--- src/rtl/slot_pool_arbiter.sv ---
// Round-robin allocator handing out slots from a shared free bitmap.
// Grants are combinational from the registered bitmap; protocol errors are sticky.
module slot_pool_arbiter #(
    parameter int unsigned NumReq   = 4,
    parameter int unsigned NumSlots = 8,
    localparam int unsigned SlotIdxWidth = (NumSlots > 1) ? $clog2(NumSlots) : 1,
    localparam int unsigned CountWidth   = $clog2(NumSlots + 1)
) (
    input  logic                    clk_i,
    input  logic                    rst_i,
    input  logic [NumReq-1:0]       req_valid_i,
    output logic [NumReq-1:0]       req_ready_o,
    output logic [SlotIdxWidth-1:0] grant_slot_o,
    input  logic                    free_valid_i,
    input  logic [SlotIdxWidth-1:0] free_slot_i,
    output logic [CountWidth-1:0]   free_cnt_o,
    output logic                    empty_o,
    output logic                    full_o,
    output logic                    err_o
);

    localparam int unsigned PtrWidth = $clog2(NumReq);

    logic [NumSlots-1:0]     free_map;
    logic [NumSlots-1:0]     free_map_next;
    logic [PtrWidth-1:0]     rr_ptr;
    logic                    err;
    logic                    err_next;
    logic                    req_found;
    logic                    grant_en;
    logic [PtrWidth-1:0]     grant_idx;
    logic [SlotIdxWidth-1:0] low_slot;
    logic [CountWidth-1:0]   free_cnt;
    logic                    free_in_range;

    // Round-robin search starting at rr_ptr, wrapping past NumReq-1.
    always_comb begin
        int unsigned idx;
        idx       = 0;
        req_found = 1'b0;
        grant_idx = '0;
        for (int unsigned off = 0; off < NumReq; off++) begin
            idx = 32'(rr_ptr) + off;
            if (idx >= NumReq) begin
                idx = idx - NumReq;
            end
            if (!req_found && req_valid_i[idx]) begin
                req_found = 1'b1;
                grant_idx = PtrWidth'(idx);
            end
        end
    end

    always_comb begin
        low_slot = '0;
        for (int unsigned i = NumSlots; i > 0; i--) begin
            if (free_map[i-1]) begin
                low_slot = SlotIdxWidth'(i - 1);
            end
        end
    end

    always_comb begin
        free_cnt = '0;
        for (int unsigned i = 0; i < NumSlots; i++) begin
            free_cnt = free_cnt + CountWidth'(free_map[i]);
        end
    end

    assign grant_en = req_found && (|free_map);

    always_comb begin
        req_ready_o  = '0;
        grant_slot_o = '0;
        if (grant_en) begin
            req_ready_o[grant_idx] = 1'b1;
            grant_slot_o           = low_slot;
        end
    end

    assign free_cnt_o = free_cnt;
    assign empty_o    = (free_cnt == '0);
    assign full_o     = (free_cnt == CountWidth'(NumSlots));
    assign err_o      = err;

    // A free only sets a bit that was clear in the registered map, so a double
    // free of the slot being granted this cycle still lets the grant clear it.
    always_comb begin
        free_in_range = (32'(free_slot_i) < NumSlots);
        free_map_next = free_map;
        err_next      = err;
        if (grant_en) begin
            free_map_next[low_slot] = 1'b0;
        end
        if (free_valid_i) begin
            if (!free_in_range) begin
                err_next = 1'b1;
            end else if (free_map[free_slot_i]) begin
                err_next = 1'b1;
            end else begin
                free_map_next[free_slot_i] = 1'b1;
            end
        end
    end

    always_ff @(posedge clk_i) begin
        if (rst_i) begin
            free_map <= '1;
            rr_ptr   <= '0;
            err      <= 1'b0;
        end else begin
            free_map <= free_map_next;
            err      <= err_next;
            if (grant_en) begin
                rr_ptr <= (grant_idx == PtrWidth'(NumReq - 1)) ? '0 : grant_idx + 1'b1;
            end
        end
    end

endmodule

--- config.mk ---
export PLATFORM = sky130hd
export DESIGN_NAME = slot_pool_arbiter
export DESIGN_NICKNAME = d
export VERILOG_FILES = /design/src/rtl/slot_pool_arbiter.sv
export SDC_FILE = /design/constraint.sdc
export NUM_CORES = 1
export LEC_CHECK = 0
export BUFFER_PORTS_ARGS = -buffer_cell sky130_fd_sc_hd__buf_2
export CAP_MARGIN = 0
export CORE_UTILIZATION = 52
export CTS_CLUSTER_SIZE = 30
export DETAILED_ROUTE_END_ITERATION = 10
export PLACE_DENSITY = 0.78
export SLEW_MARGIN = 20
export SYNTH_ARGS = -nofsm -noshare
export SYNTH_HDL_FRONTEND = slang
export SYNTH_SLANG_ARGS = --single-unit
--- constraint.sdc ---
create_clock -name clk_i -period 4.4 [get_ports clk_i]
set_clock_uncertainty 0.1 [all_clocks]
set_input_delay 0.88 -clock clk_i [delete_from_list [all_inputs] [get_ports clk_i]]
set_output_delay 0.88 -clock clk_i [all_outputs]
set_load 0.02 [all_outputs]
# Yosys cells after proc, flatten, opt, wreduce, memory -nomap -nowiden
# Index checks and enable logic that the tools add are counted.
# op_classes
magnitude_cmp	14
bitwise_logic	3
n_eq_ne	2
addsub	15
n_reduce_logical	13
n_mux	42
# ops
op	n
less-than comparator 32 x 3 -> 1 bit, second input constant	4
2-to-1 mux 32 bit	4
2-to-1 mux 3 bit	9
2-to-1 mux 8 bit	3
adder 4 x 1 -> 4 bit	4
2-to-1 mux 1 bit	12
subtractor 3 x 3 -> 4 bit, second input constant	3
2-to-1 mux 2 bit	5
greater-or-equal comparator 3 bit, second input constant	3
AND 8 bit	1
binary-select mux 1 bit (select 2 bit)	4
less-than comparator 3 x 4 -> 1 bit, second input constant	2
NOT 8 bit	1
OR 8 bit	1
OR reduction 8 bit	1
logical AND 1 bit	7
adder 2 x 2 -> 3 bit, second input constant	2
demux 1 bit (select 3 bit)	2
greater-or-equal comparator 3 x 1 -> 1 bit, second input constant	2
adder 3 x 1 -> 4 bit	1
== test 4 bit, second input constant	1
logical NOT 4 bit	1
2-to-1 mux 4 bit	1
subtractor 2 x 3 -> 4 bit, second input constant	1
other kinds (12)	14
# totals
out_inout_bits	14
wordCells	92
ff_bits	11
inputBits	10

# Depth between registers and ports, before layout
# logic_depth
depth_word	19
ltp_mapped	10
mapped_depth_nobuf	10

# Worst setup path before layout
# No wires, ideal clock.
# synth_path
path_kind	register -> output
startpoint	reg free_map[0]
endpoint	out full_o
path_slack_ns	-0.175
t_arrival_ns	3.595
path_buffers	0
path_stages_with_launch	10
required_time_ns	3.420
path_cell_list	dfxtp_1 > fa_1 > inv_1 > fa_1 > fa_1 > inv_1 > ha_1 > fa_1 > or3_1 > nor3b_1
# synth_via
elab_chain_len	8
# synth_lines
item	line	source
from (decl)	24	logic [NumSlots-1:0] free_map;
from (signal assigned)	112	free_map <= free_map_next;
adder 1 x 1 -> 2 bit	66	free_cnt = free_cnt + CountWidth'(free_map[i]);
adder 2 x 1 -> 3 bit	66	
adder 3 x 1 -> 4 bit	66	
adder 4 x 1 -> 4 bit (4 in series)	66	
via free_cnt_o[1]	16	output logic [CountWidth-1:0] free_cnt_o,
== test 4 bit	83	assign full_o = (free_cnt == CountWidth'(NumSlots));
to (decl)	18	output logic full_o,
# The timed path passes the listed nets, and every way through them passes these cells.

# Worst setup path in the final report
# layout_path
startpoint	reg free_map[0]
endpoint	out full_o
# layout_via
elab_chain_len	8
# layout_lines
item	line
adder 1 x 1 -> 2 bit	66
adder 2 x 1 -> 3 bit	66
adder 3 x 1 -> 4 bit	66
adder 4 x 1 -> 4 bit (4 in series)	66
== test 4 bit	83
# No other way between the ends.

==> flow_metrics.py <==
metrics = {
    "critical_path": {
        "critPathCaptureType": "output port",
        "cp_data_arrival_time_ps": 3520,
        "crit_path_top_delay_cell": "fa_1",
        "cpPeakStageDelay_ps": 520,
        "crit_required_ps": 3420,
        "crit_top_cell": "fa_1",
        "path_cells": "fa_1 > inv_1 > fa_1 > fa_1 > inv_1 > ha_2 > fa_2 > xor2_1 > or3_4 > nor3b_2 > buf_4",
        "cp_max_fo": 2,
        "r2r_start": "free_map[0]",
        "cpLargestDelayFamily": "adder cells",
        "critPathBufInv": 3,
        "setup.worst_path.start_class": "flop",
        "crit_start": "free_map[0]",
        "worst-setup-path-type": "reg -> out",
    },
    "final_layout": {
        "nNetsFinal": 161,
        "n_antenna_cell": 0,
        "nFillCells": 147,
        "stdcell_count": 162,
        "final_cell_mix": "buf_2, inv_1, nor2_1, dfxtp_1",
        "drive_gt1_share_pct": 29.2,
        "layout.cells.most_common": "buf_2",
        "area_growth_pct": 19.3,
    },
    "timing": {
        "rsz0062_at_grt": "true",
        "fin_ws_ps": -98.6,
        "final_period_minus_worst_setup_slack_ps": 4500,
        "finalHoldViolCount": 0,
        "min_period_over_period_pct": 102,
        "worst_pin_slew_ps": 799,
        "finalMaxSlewViolations": 0,
        "setup_viol": 2,
        "slew_headroom_pct": 46.3,
        "fmax_ghz": 0.222,
    },
    "routing": {
        "drt_iter0_markers": 14,
        "finalWirelength_mm": 2.14,
        "firstDrtPassIters": 4,
        "vias_per_cell": 5.76,
        "vias": 933,
        "drt-wirelength-per-cell_um": 13.2,
        "drt.antenna.violating_nets": 0,
        "route.detailed.drc": 0,
    },
    "power_and_ir_drop": {
        "power_mw": 0.320,
        "p_per_area_nw_per_um2": 272,
        "leakage_nw": 0.556,
        "clkPwrFrac_pct": 22.9,
        "p_seq_share_pct": 35.5,
        "p_int_mw": 0.197,
        "peakVddDrop_uv": 192,
        "p_sw_share_pct": 38.6,
        "p_comb_share_pct": 41.6,
        "p_sw_mw": 0.123,
    },
    "floorplanning": {
        "initial_core_util_pct": 56.5,
        "rows": 15,
        "ios": 24,
        "core_area_um2": 1750,
        "die_h_um": 45.5,
        "die_w_um": 45.5,
        "dieArea_um2": 2070,
    },
    "clock_tree": {
        "cts.sinks": 11,
        "clkTransAtPathRegs_ps": 70,
        "cts_buffers": 3,
        "clockRootBuffer": "clkbuf_4",
        "clock_latency_ps": 280,
        "cts_tree": "built",
        "clockBufferDepth": 2,
        "htree_levels": 1,
        "cts_hold_buf": 0,
    },
    "placed_design": {
        "pre_cts_ws_ps": 141,
        "dp_hpwl_mm": 1.70,
        "dp.cells": 158,
        "port_buffers": 23,
        "place.gp.congestion": 0.864,
    },
    "synthesis": {
        "yosysUniqueCellTypes": 37,
        "syn_inst": 111,
        "synth-seq-area-share_pct": 22.3,
        "yosys_warnings": 0,
        "synth_nets": 134,
        "synthesis.area_um2": 986,
        "synth_edf_count": 0,
        "async_reset_ff_share_pct": 0,
        "synth_ff_type": "dfxtp_1",
        "avgSynthCellArea_um2": 8.88,
        "ys_seq_elements": 11,
    },
    "outcome": {
        "status": "complete, but fails checks",
        "violations": "setup timing",
    },
    "global_route": {
        "grt_pass1_wl_mm": 3.46,
        "antenna_found_initial": 0,
        "grt_use_total_pct": 23.2,
        "grt_max_degree": 12,
        "grt_pass1_vias": 784,
        "gr-total-overflow": 0,
    },
    "worst_hold_path": {
        "min_from": "err_o",
        "hold_path_class": "reg -> reg",
    },
    "flow_run": {
        "cap_viol_max_count": 0,
    },
}
cells by family (layout without fill, tap and decap cells):
group | Yosys count | after routing | synth area share, %
buf+inv | 17 | 43 | 7.36
flops | 11 | 11 | 22.3
compound gates | 26 | 26 | 19.3
fa+ha+maj | 13 | 13 | 19.5
xor+xnor | 1 | 1 | 0.888
mux | 8 | 8 | 10.4
simple gates | 35 | 35 | 20.2
worst min-delay path, cell delays in order, from the launching register on:
cell and delay [ps]:
dfxtp_1 330, a21oi_1 40, nor2_1 70
routing by layer:
layer | part of all wire [%] | wire [um] | GRT usage (%) | up-vias
li1 | - | - | - | 453
met1 | 45 | 961 | 31.1 | 436
met2 | 47 | 1020 | 38.0 | 40
met3 | 6.3 | 134 | 2.78 | 4
met4 | 1.4 | 30 | 8.48 | 0
met5 | 0 | 0 | 0 | -
path summary, 6_finish.rpt:
path | end | slack, ps | cells after the start
worst min-delay path | err_o | 370 | 2
worst max register to register | free_map[1] | 2420 | 6
worst max-delay path | full_o | -100 | 11
worst min register to register | err_o | 370 | 2
power groups by stage:
stage                     combinational [mW]  sequential, mW  clock [mW]
after floorplan                       0.0900           0.116           0
after global placement                 0.122           0.115           0
after detailed placement               0.128           0.116           0
after CTS                              0.131           0.113      0.0726
after global routing                   0.149           0.115      0.0782
final                                  0.133           0.114      0.0733
cells in the mapped netlist (all sizes together) (4+ instances only):
master / instances / area (um^2)
a21oi: 8 / 40.0
ha: 9 / 113
fa: 4 / 80.1
a31oi: 4 / 31.3
dfxtp: 11 / 220
inv: 14 / 52.6
and2: 4 / 25.0
mux2: 5 / 60.1
nor2: 10 / 37.5
nor3: 4 / 20.0
repair_timing:
action,CTS,global route
resized for setup,6,1
cloned,0,0
setup endpoints to repair,2,2
buffers inserted,0,0
pin swaps,1,0
area by class of cell:
cell class | count | area [um^2] | share of cell area, %
clock buffer | 4 | 26.3 | 2.23
inverter | 14 | 52.6 | 4.47
multi-input combinational | 83 | 708 | 60.2
sequential | 11 | 223 | 18.9
tap | 25 | 31.3 | 2.66
timing repair buffer | 25 | 135 | 11.5
sequential cells by signal (all words and copies together) (netlist names):
register,cells
free_map,8
rr_ptr,2
err_o,1
stage by stage:
| step | cell area (um^2) | utilization (%) | hold slack [ps] | setup TNS [ps] |
|---|---|---|---|---|
| final | 1180 | 67.4 | 372 | -120 |
| after global routing | 1180 | 67.4 | 416 | -409 |
| after CTS | 1170 | 67.1 | 375 | -156 |
| after detailed placement | 1130 | 64.9 | 357 | 0 |
| after global placement | 1130 | 64.9 | 354 | 0 |
| after floorplan | 991 | - | 391 | 0 |
Power figures use the tool's default switching activity.
